--- src/rtl/tube_scan.sv ---
`default_nettype none
// ============================================================================
// Module      : tube_scan
// Description : Bus-mapped 8-digit seven-segment scanner with data/control
//               registers, per-digit blank and decimal-point masks.
// Revision    : 1.0 - initial release
// ============================================================================
module tube_scan #(
    parameter int SCAN_DIV = 50000
) (
    input  logic        clk,
    input  logic        reset,
    input  logic        WE,
    input  logic [31:0] Addr,
    input  logic [31:0] DIn,
    output logic [31:0] DOut,
    output logic [7:0]  Seg,
    output logic [7:0]  Sel
);

    localparam int         c_PRE_W   = 20;
    localparam logic [c_PRE_W-1:0] c_PRE_MAX = c_PRE_W'(SCAN_DIV - 1);

    logic [31:0]        r_data;
    logic               r_en;
    logic [7:0]         r_blank;
    logic [7:0]         r_dp;
    logic [c_PRE_W-1:0] r_pre;
    logic [2:0]         r_idx;

    logic               w_wr_data;
    logic               w_wr_ctrl;
    logic               w_en_next;
    logic               w_tick;
    logic [c_PRE_W-1:0] w_pre_next;
    logic [2:0]         w_idx_next;
    logic [3:0]         w_nib;
    logic [6:0]         w_hex;
    logic               w_lit;
    logic [7:0]         w_sel_next;
    logic [7:0]         w_seg_next;
    logic               w_unused;

    assign w_unused  = ^{Addr[31:3], Addr[1:0]};

    assign w_wr_data = WE & ~Addr[2];
    assign w_wr_ctrl = WE &  Addr[2];
    assign w_en_next = w_wr_ctrl ? DIn[0] : r_en;
    assign w_tick    = r_en && (r_pre == c_PRE_MAX);

    // Disabling (even on a tick edge) or re-enabling restarts at digit 0.
    always_comb begin
        w_pre_next = '0;
        w_idx_next = '0;
        if (w_en_next && r_en) begin
            if (w_tick) begin
                w_pre_next = '0;
                w_idx_next = r_idx + 3'd1;
            end else begin
                w_pre_next = r_pre + c_PRE_W'(1);
                w_idx_next = r_idx;
            end
        end
    end

    assign w_nib = r_data[{r_idx, 2'b00} +: 4];

    always_comb begin
        w_hex = 7'h7F;
        case (w_nib)
            4'h0: w_hex = 7'h40;
            4'h1: w_hex = 7'h79;
            4'h2: w_hex = 7'h24;
            4'h3: w_hex = 7'h30;
            4'h4: w_hex = 7'h19;
            4'h5: w_hex = 7'h12;
            4'h6: w_hex = 7'h02;
            4'h7: w_hex = 7'h78;
            4'h8: w_hex = 7'h00;
            4'h9: w_hex = 7'h10;
            4'hA: w_hex = 7'h08;
            4'hB: w_hex = 7'h03;
            4'hC: w_hex = 7'h46;
            4'hD: w_hex = 7'h21;
            4'hE: w_hex = 7'h06;
            4'hF: w_hex = 7'h0E;
            default: w_hex = 7'h7F;
        endcase
    end

    assign w_lit      = r_en & ~r_blank[r_idx];
    assign w_sel_next = w_lit ? ~(8'd1 << r_idx) : 8'hFF;
    assign w_seg_next = w_lit ? {~r_dp[r_idx], w_hex} : 8'hFF;

    assign DOut = Addr[2] ? {8'h00, r_dp, r_blank, 7'h00, r_en} : r_data;

    always_ff @(posedge clk or posedge reset) begin
        if (reset) begin
            r_data  <= '0;
            r_en    <= 1'b1;
            r_blank <= '0;
            r_dp    <= '0;
            r_pre   <= '0;
            r_idx   <= '0;
            Seg     <= 8'hFF;
            Sel     <= 8'hFF;
        end else begin
            if (w_wr_data) begin
                r_data <= DIn;
            end
            if (w_wr_ctrl) begin
                r_en    <= DIn[0];
                r_blank <= DIn[15:8];
                r_dp    <= DIn[23:16];
            end
            r_pre <= w_pre_next;
            r_idx <= w_idx_next;
            Seg   <= w_seg_next;
            Sel   <= w_sel_next;
        end
    end

endmodule
`default_nettype wire

--- config.mk ---
export PLATFORM = sky130hd
export DESIGN_NAME = tube_scan
export DESIGN_NICKNAME = d
export VERILOG_FILES = /design/src/rtl/tube_scan.sv
export SDC_FILE = /design/constraint.sdc
export NUM_CORES = 1
export LEC_CHECK = 0
export ABC_AREA = 1
export ABC_CLOCK_PERIOD_IN_PS = 8450
export CORE_UTILIZATION = 40
export CTS_BUF_LIST = sky130_fd_sc_hd__clkbuf_4 sky130_fd_sc_hd__clkbuf_8 sky130_fd_sc_hd__clkbuf_16
export DETAILED_ROUTE_END_ITERATION = 8
export PLACE_DENSITY_LB_ADDON = 0.15
export SLEW_MARGIN = 20
export SYNTH_ARGS = -nofsm -noshare
export SYNTH_HDL_FRONTEND = slang
export SYNTH_SLANG_ARGS = --single-unit
--- constraint.sdc ---
create_clock -name clk -period 8.45 [get_ports clk]
set_input_delay 1.2675 -clock clk [delete_from_list [all_inputs] [get_ports clk]]
set_output_delay 1.2675 -clock clk [all_outputs]
set_load 0.03 [all_outputs]
==> impl_metrics.ini, run 1 <==
[place]
portBuffers = 83
dp_hpwl_mm = 7.71
gp_congestion = 0.839
placed_cell_area_um2 = 5590

[pwr]
internal-power_mw = 0.808
clkPwrFrac = 0.342
leakagePower_nw = 2.69
ir_drop_v = 0.000103
swShare = 0.318
powerDensity_nw_per_um2 = 201
pwr-share-comb = 0.246
power_frac_seq = 0.412
p_sw_mw = 0.377

[grt]
grt_antenna_before_repair = 0
globalRouteOverflowTotal = 0
grt_pass1_wl_mm = 18.8
grt_usage = 0.188
grt_max_degree = 89
grt_pass1_vias = 3906

[hold_path]
worstHoldStart = r_data[16]
hold_path_depth = 2
hold_class = flop to flop
min_to = r_data[16]

[sta]
period_share = 0.535
final-hold-violation-count = 0
timing.fmax_ghz = 0.221
skew_ns = 0.00918
grt_setup_unrepaired = no
finalMaxSlewViolations = 0
worst_pin_slew_ns = 0.793
fin_crit_ns = 4.52
setup_viol = 0
max_slew_margin = 0.471
setup_tns_ns = 0

[logic_synthesis]
synth_nets = 689
netlist.top_cell.by_area = dfrtp_1
syn_area_um2 = 4730
avgSynthCellArea_um2 = 7.77
synthTopCellsByArea = dfrtp_1 (38%), nand2_1 (13%), dfstp_2 (9.4%), nand3_1 (5.8%), inv_1 (5.6%)
async_reset_ff_frac = 1.00
synth_edf_count = 0
yosysUniqueCellTypes = 36
synth_top_cell_area_share = 0.376
synth_flop_cell = dfrtp_1
ys_seq_area_frac = 0.470
syn-instance-count = 609
ys_ff_latch = 88
yosys_warnings = 0

[layout]
antenna_cells = 0
fin_nets = 759
final_common_cell = nand2_1
synthToLayoutAreaGrowth_pct = 24.8
regArea_um2 = 2220
multiInputGateArea_um2 = 2060
final_cell_mix = nand2_1 (162), clkdlybuf4s50_1 (83), dfrtp_1 (71)
n_fill_cell = 1086
layout-drive-gt1-share = 0.0892
finish.instance_area_um2 = 5900

[worst_setup_path]
crit_type = primary input to primary output
reg2reg_depth = 10
crit_path_cell_trace = clkdlybuf4s50_1 -> buf_4 -> inv_1 -> o21ai_0 -> clkdlybuf4s50_1
cp-end-kind = primary output
worst-path-buf-inv = 4
r2r_start = r_idx[1]
rr_endpoint = Seg[6]
crit_slowest_cell = clkdlybuf4s50_1
cpMostUsedCell = clkdlybuf4s50_1
startpoint_type = primary input
crit_family = buffers and inverters
cp_data_arrival_time_ns = 3.25
crit_path_max_fanout = 46
r2r_slack_ns = 6.15
slowest_delay_ns = 0.69
worstPathRequired_ns = 7.18

[cts]
cts_made_buffers = 9
postCtsSetupRepairBufs = 0
ctsResizeCount = 0
root_buffer = clkbuf_16
cts.clk_slew.worst_paths_ns = 0.06
clock_sinks = 88
clkLatencyLatePin_ns = 0.33
htreeDepth = 3
cts_hold_buf = 0
cts_buffer_depth = 2
cts_tree = built

[floorplanning]
die_w_um = 111
ioPinCount = 115
rows = 39
start_util = 0.412
die_area_um2 = 12300
die-height_um = 111
coreArea_um2 = 11500

[drt]
routed_wl_mm = 11.1
num_vias = 4117
ant_nets = 0
vias_per_cell = 4.98
drcViolationCount = 0
wl_per_cell_um = 13.5
dr.pass1.iters = 5
drt-initial-drc-count = 194

[job]
maxCapViolations = 0

[run_status]
status = complete, no violations
-- worst min-delay path, stage by stage, from the launching register on --
cell	delay (ns)
dfrtp_1	0.34
nand2_1	0.05
o21ai_0	0.06
-- cells by family after synthesis --
family,count (synthesis),share of synthesized area
AOI/OAI and AO/OA,81,0.0915
DFF,88,0.470
and+or+nand+nor,318,0.293
adders and majority gates,13,0.0344
xor gates and xnor gates,8,0.0148
buffers and inverters,101,0.0958
-- cells in the mapped netlist, types with 2 or more instances --
cell,number
buf_4,3
nand3_1,55
xor2_1,7
nor3_1,8
dfrtp_1,71
a21oi_1,20
a32o_1,2
inv_2,2
clkbuf_1,11
nand2_1,163
dfstp_2,17
buf_6,7
nand2_4,2
buf_2,6
nor2_1,67
nand2_2,6
nor3_2,2
nor3b_2,2
ha_1,13
nand4_1,4
nand3_2,4
o21ai_1,2
inv_1,70
o211ai_1,2
o21ai_0,52
-- sequential cells by signal, indices dropped and copies added (netlist names) --
signal,flops
Sel,8
r_dp,8
r_idx,3
r_data,32
Seg,8
r_en,1
r_pre,20
r_blank,8
-- power by group through the flow --
stage	sequential, mW	combinational (mW)	clock, mW
final	0.489	0.292	0.405
after CTS	0.488	0.294	0.411
after detailed placement	0.496	0.292	0
after global routing	0.493	0.324	0.430
after global placement	0.495	0.289	0
after floorplan	0.506	0.184	0
-- routing by layer --
metal | wire length [um] | track usage
met1 | 5410 | 0.263
met2 | 5070 | 0.293
met3 | 506 | 0.0394
met4 | 133 | 0.0578
met5 | 0 | 0
-- through the flow --
stage / total power [mW] / cells / worst slack, ns / util / hold slack, ns
6_report: 1.19 / 827 / 3.93 / 0.515 / 0.487
5_1_grt: 1.25 / 827 / 3.77 / 0.515 / 0.513
4_1_cts: 1.19 / 827 / 3.94 / 0.514 / 0.489
3_5_place_dp: 0.788 / 811 / 3.94 / 0.488 / 0.474
3_3_place_gp: 0.783 / 811 / 3.93 / 0.488 / 0.468
2_1_floorplan: 0.690 / 609 / 4.89 / - / 0.453
-- area by class of cell --
type	instances	share of cell area
Timing Repair Buffer	86	0.145
Inverter	74	0.0477
Multi-Input combinational cell	420	0.349
Sequential cell	88	0.377
Clock buffer	10	0.0394
Clock inverter	6	0.0114
Tap cell	143	0.0303
-- worst max-delay path by stage --
| stage | startpoint | endpoint | depth (start not counted) |
|---|---|---|---|
| 3_5_place_dp | Addr[2] | DOut[11] | 5 |
| 5_1_grt | Addr[2] | DOut[11] | 5 |
| 4_1_cts | Addr[2] | DOut[11] | 5 |
| 6_report | Addr[2] | DOut[11] | 5 |
| 3_3_place_gp | Addr[2] | DOut[11] | 5 |
| 2_1_floorplan | Addr[2] | DOut[12] | 3 |
No activity file was read; power rests on OpenSTA's default activity.
==> inputs of run 2 (changes only) <==
--- a/config.mk
+++ b/config.mk
@@ -6,7 +6,7 @@
 export NUM_CORES = 1
 export LEC_CHECK = 0
 export ABC_AREA = 1
-export ABC_CLOCK_PERIOD_IN_PS = 8450
+export ABC_CLOCK_PERIOD_IN_PS = 3900
 export CORE_UTILIZATION = 40
 export CTS_BUF_LIST = sky130_fd_sc_hd__clkbuf_4 sky130_fd_sc_hd__clkbuf_8 sky130_fd_sc_hd__clkbuf_16
 export DETAILED_ROUTE_END_ITERATION = 8
==> constraint.sdc (replaced) <==
create_clock -name clk -period 3.9 [get_ports clk]
set_input_delay 0.585 -clock clk [delete_from_list [all_inputs] [get_ports clk]]
set_output_delay 0.585 -clock clk [all_outputs]
set_load 0.03 [all_outputs]
==> impl_metrics.ini, run 2 (synthesized netlist as in run 1, its figures left out) <==
[floorplanning]
coreArea_um2 = 11500
start_util = 0.412
rows = 39
die_w_um = 111
die-height_um = 111
ioPinCount = 115
die_area_um2 = 12300

[layout]
final_common_cell = nand2_1
fin_nets = 762
finish.instance_area_um2 = 5910
layout-drive-gt1-share = 0.0946
synthToLayoutAreaGrowth_pct = 25.0
largest_reg_flops = 32
reg.largest.list = r_data x32, r_pre x20
final_cell_mix = nand2_1 (162), clkdlybuf4s50_1 (82), dfrtp_1 (71)
antenna_cells = 0
n_fill_cell = 1130
regMostFlops = r_data

[worst_setup_path]
crit_path_cell_trace = clkdlybuf4s50_1 -> buf_4 -> inv_1 -> nand2_1 -> nand2_1 -> clkdlybuf4s50_1
r2r_slack_ns = 1.58
r2r_start = r_idx[1]
reg2reg_depth = 10
rr_endpoint = Seg[6]
worst-path-buf-inv = 4
crit_slowest_cell = clkdlybuf4s50_1
crit_family = buffers and inverters
crit_type = primary input to primary output
cp-endpoint = DOut[19]
worstPathRequired_ns = 3.31
path_depth = 6
cp_data_arrival_time_ns = 2.43
cp-startpoint = Addr[2]
cp-end-kind = primary output
startpoint_type = primary input
slowest_delay_ns = 0.59
crit_path_max_fanout = 46

[grt]
grt_usage = 0.191
grt_max_degree = 47
globalRouteOverflowTotal = 0
grt_pass1_wl_mm = 18.8
grt_antenna_before_repair = 0
grt_pass1_vias = 3879

[pwr]
ir_drop_v = 0.000269
leakagePower_nw = 2.69
powerDensity_nw_per_um2 = 430
power.total_mw = 2.54

[cts]
cts.clk_slew.worst_paths_ns = 0.06
htreeDepth = 3
cts_hold_buf = 0
cts_made_buffers = 9
clock_sinks = 88
ctsResizeCount = 0
clkLatencyLatePin_ns = 0.34
cts_buffer_depth = 2
root_buffer = clkbuf_16
cts_tree = built
postCtsSetupRepairBufs = 0

[place]
portBuffers = 83
gp_congestion = 0.863
placed_cell_area_um2 = 5610
dp_hpwl_mm = 7.82

[drt]
num_vias = 4048
vias_per_cell = 4.88
drcViolationCount = 0
wl_per_cell_um = 13.2
drt-initial-drc-count = 224
ant_nets = 0
routed_wl_mm = 10.9
dr.pass1.iters = 5

[sta]
worst_pin_slew_ns = 0.696
max_slew_margin = 0.534
setup_viol = 0
period_share = 0.772
holdWs_ns = 0.486
fin_crit_ns = 3.01
setup_tns_ns = 0
timing.fmax_ghz = 0.332
grt_setup_unrepaired = no
finalMaxSlewViolations = 0
final-hold-violation-count = 0
skew_ns = 0.00598

[run_status]
status = complete, no violations

[job]
maxCapViolations = 0

[hold_path]
hold_class = flop to flop
-- run 2: report_power, final --
part	switching (mW)	internal, mW
clock	0.359	0.494
sequential	0.0505	1.01
combinational	0.394	0.236
-- run 2: worst reg2reg max path, stage by stage (launching register included) --
cell and delay (ns):
dfrtp_1 0.66, inv_1 0.42, nand3_1 0.27, nand3_1 0.11
nand2_2 0.15, inv_1 0.09, ha_1 0.22, nand3_1 0.13
nand2_1 0.07, nand2_1 0.06, nand3_1 0.07
-- run 2: worst min-delay path by stage --
stage / startpoint / slack (ns) / to / cells past startpoint
6_report: r_data[0] / 0.49 / r_data[0] / 2
2_1_floorplan: r_blank[3] / 0.45 / r_blank[3] / 2
4_1_cts: r_data[22] / 0.49 / r_data[22] / 2
5_1_grt: r_data[20] / 0.51 / r_data[20] / 2
3_5_place_dp: r_data[10] / 0.47 / r_data[10] / 2
3_3_place_gp: r_data[10] / 0.47 / r_data[10] / 2
-- run 2: cell type report --
cell class | count | area [um2] | area share
Inverter | 74 | 282 | 0.0476
Clock buffer | 13 | 274 | 0.0464
Timing Repair Buffer | 89 | 873 | 0.148
Multi-Input combinational cell | 420 | 2060 | 0.348
Tap cell | 143 | 179 | 0.0303
Clock inverter | 3 | 23.8 | 0.00402
Sequential cell | 88 | 2220 | 0.376
-- run 2: metal layers --
layer / global-route usage / wire [um] / up-vias
li1: - / - / 2065
met4: 0.0631 / 188 / 0
met2: 0.290 / 4880 / 106
met1: 0.266 / 5320 / 1864
met5: 0 / 0 / -
met3: 0.0470 / 539 / 13
-- run 2: stage by stage --
stage | std cells | worst slack, ns | utilization
6_report | 830 | 0.888 | 0.515
3_5_place_dp | 814 | 0.858 | 0.489
5_1_grt | 830 | 0.769 | 0.515
2_1_floorplan | 609 | 1.06 | -
4_1_cts | 830 | 0.870 | 0.515
3_3_place_gp | 814 | 0.885 | 0.489
==> inputs of run 3 (changes only) <==
--- a/config.mk
+++ b/config.mk
@@ -6,7 +6,7 @@
 export NUM_CORES = 1
 export LEC_CHECK = 0
 export ABC_AREA = 1
-export ABC_CLOCK_PERIOD_IN_PS = 3900
+export ABC_CLOCK_PERIOD_IN_PS = 2700
 export CORE_UTILIZATION = 40
 export CTS_BUF_LIST = sky130_fd_sc_hd__clkbuf_4 sky130_fd_sc_hd__clkbuf_8 sky130_fd_sc_hd__clkbuf_16
 export DETAILED_ROUTE_END_ITERATION = 8
==> constraint.sdc (replaced) <==
create_clock -name clk -period 2.7 [get_ports clk]
set_input_delay 0.405 -clock clk [delete_from_list [all_inputs] [get_ports clk]]
set_output_delay 0.405 -clock clk [all_outputs]
set_load 0.03 [all_outputs]
==> impl_metrics.ini, run 3 (synthesized netlist as in run 1, its figures left out) <==
[grt]
grt_pass1_wl_mm = 19.1
grt_antenna_before_repair = 0
grt_usage = 0.193
globalRouteOverflowTotal = 0
grt_max_degree = 89
grt_pass1_vias = 3892

[layout]
finish.instance_area_um2 = 5970
final_common_cell = nand2_1
layout-drive-gt1-share = 0.138
fin_nets = 769
final_cell_mix = nand2_1 (162), dfrtp_1 (71), inv_1 (69)
reg.largest.list = r_data x32, r_pre x20
antenna_cells = 0
regMostFlops = r_data
synthToLayoutAreaGrowth_pct = 26.1
largest_reg_flops = 32

[worst_setup_path]
r2r_slack_ns = 0.50
worstPathRequired_ns = 2.30
startpoint_type = primary input
crit_slowest_cell = clkdlybuf4s50_1
cp-end-kind = primary output
crit_path_max_fanout = 13
slowest_delay_ns = 0.68
worst-path-buf-inv = 3
cp_data_arrival_time_ns = 1.99
crit_family = buffers and inverters
cpMostUsedCell = clkdlybuf4s50_1
crit_type = primary input to primary output
crit_path_cell_trace = clkdlybuf4s50_1 -> buf_4 -> nor2_1 -> clkdlybuf4s50_1

[place]
gp_congestion = 0.864
dp_hpwl_mm = 8.05
placed_cell_area_um2 = 5640
dp_slack_ns = 0.309
portBuffers = 83

[drt]
ant_nets = 0
routed_wl_mm = 11.4
num_vias = 4140
drt-initial-drc-count = 291
wl_per_cell_um = 13.6
dr.pass1.iters = 5
drcViolationCount = 0
vias_per_cell = 4.95

[hold_path]
hold_class = primary input to async pin

[sta]
fin_crit_ns = 2.40
period_share = 0.889
final-hold-violation-count = 0
worst_pin_slew_ns = 0.525
max_slew_margin = 0.650
timing.fmax_ghz = 0.417
setup_tns_ns = 0
skew_ns = 0.00740
finalMaxSlewViolations = 0
fin_ws_ns = 0.300
grt_setup_unrepaired = no
setup_viol = 0

[pwr]
powerDensity_nw_per_um2 = 632
ir_drop_v = 0.000410
power.total_mw = 3.77
leakagePower_nw = 2.78

[floorplanning]
die-height_um = 111
start_util = 0.412
coreArea_um2 = 11500
die_w_um = 111
ioPinCount = 115
die_area_um2 = 12300
rows = 39

[job]
maxCapViolations = 0

[cts]
root_buffer = clkbuf_16
clkLatencyLatePin_ns = 0.33
cts.clk_slew.worst_paths_ns = 0.06
cts_hold_buf = 0
htreeDepth = 3
cts_buffer_depth = 2
clock_sinks = 88
cts_made_buffers = 9
cts_tree = built
ctsResizeCount = 0
postCtsSetupRepairBufs = 0

[run_status]
status = complete, no violations
[run 3: layout make-up]
cell class | instances | area (um2)
clock inverters | 1 | 5.00
repair buffers | 96 | 903
inverters | 74 | 282
well taps | 143 | 179
flip-flops and latches | 88 | 2220
multi-input cells | 420 | 2060
fillers | 1110 | 5500
clock buffers | 15 | 318
[run 3: worst paths after layout]
check,start,endpoint,cells after the start
setup / recovery,Addr[2],DOut[3],4
hold / removal,reset,r_data[21],3
setup reg to reg,r_idx[0],Seg[5],11
hold reg to reg,r_data[10],r_data[10],2
max in group asynchronous,reset,Sel[6],3
min in group clk,r_data[10],r_data[10],2
[run 3: metal layers]
| layer | GRT usage | vias to the layer above | part of all wire |
|---|---|---|---|
| li1 | - | 2077 | - |
| met1 | 0.273 | 1938 | 0.49 |
| met2 | 0.303 | 117 | 0.46 |
| met3 | 0.0350 | 8 | 0.045 |
| met4 | 0.0524 | 0 | 0.011 |
| met5 | 0 | - | 0 |
[run 3: worst register-to-register path, cell delays in order, from the launching register on]
cell and delay [ns]:
dfrtp_1 0.67, buf_4 0.32, nand2_1 0.13, nand3_1 0.12, nand3_1 0.09, nand2_2 0.16, inv_1 0.10, ha_1 0.21
nand3_1 0.12, nand2_1 0.07, nand2_1 0.05, nand3_1 0.07
[run 3: metrics by stage]
step / std cells / hold WS, ns / utilization
after global placement: 821 / 0.466 / 0.492
after CTS: 837 / 0.490 / 0.520
after global routing: 837 / 0.504 / 0.520
after floorplan: 609 / 0.453 / -
final: 837 / 0.452 / 0.520
after detailed placement: 821 / 0.474 / 0.492
[run 3: power breakdown]
part | leakage, nW | switching (mW) | internal (mW) | total (mW)
clock network | 0.163 | 0.507 | 0.807 | 1.31
registers | 1.07 | 0.0744 | 1.46 | 1.53
logic | 1.55 | 0.583 | 0.344 | 0.927
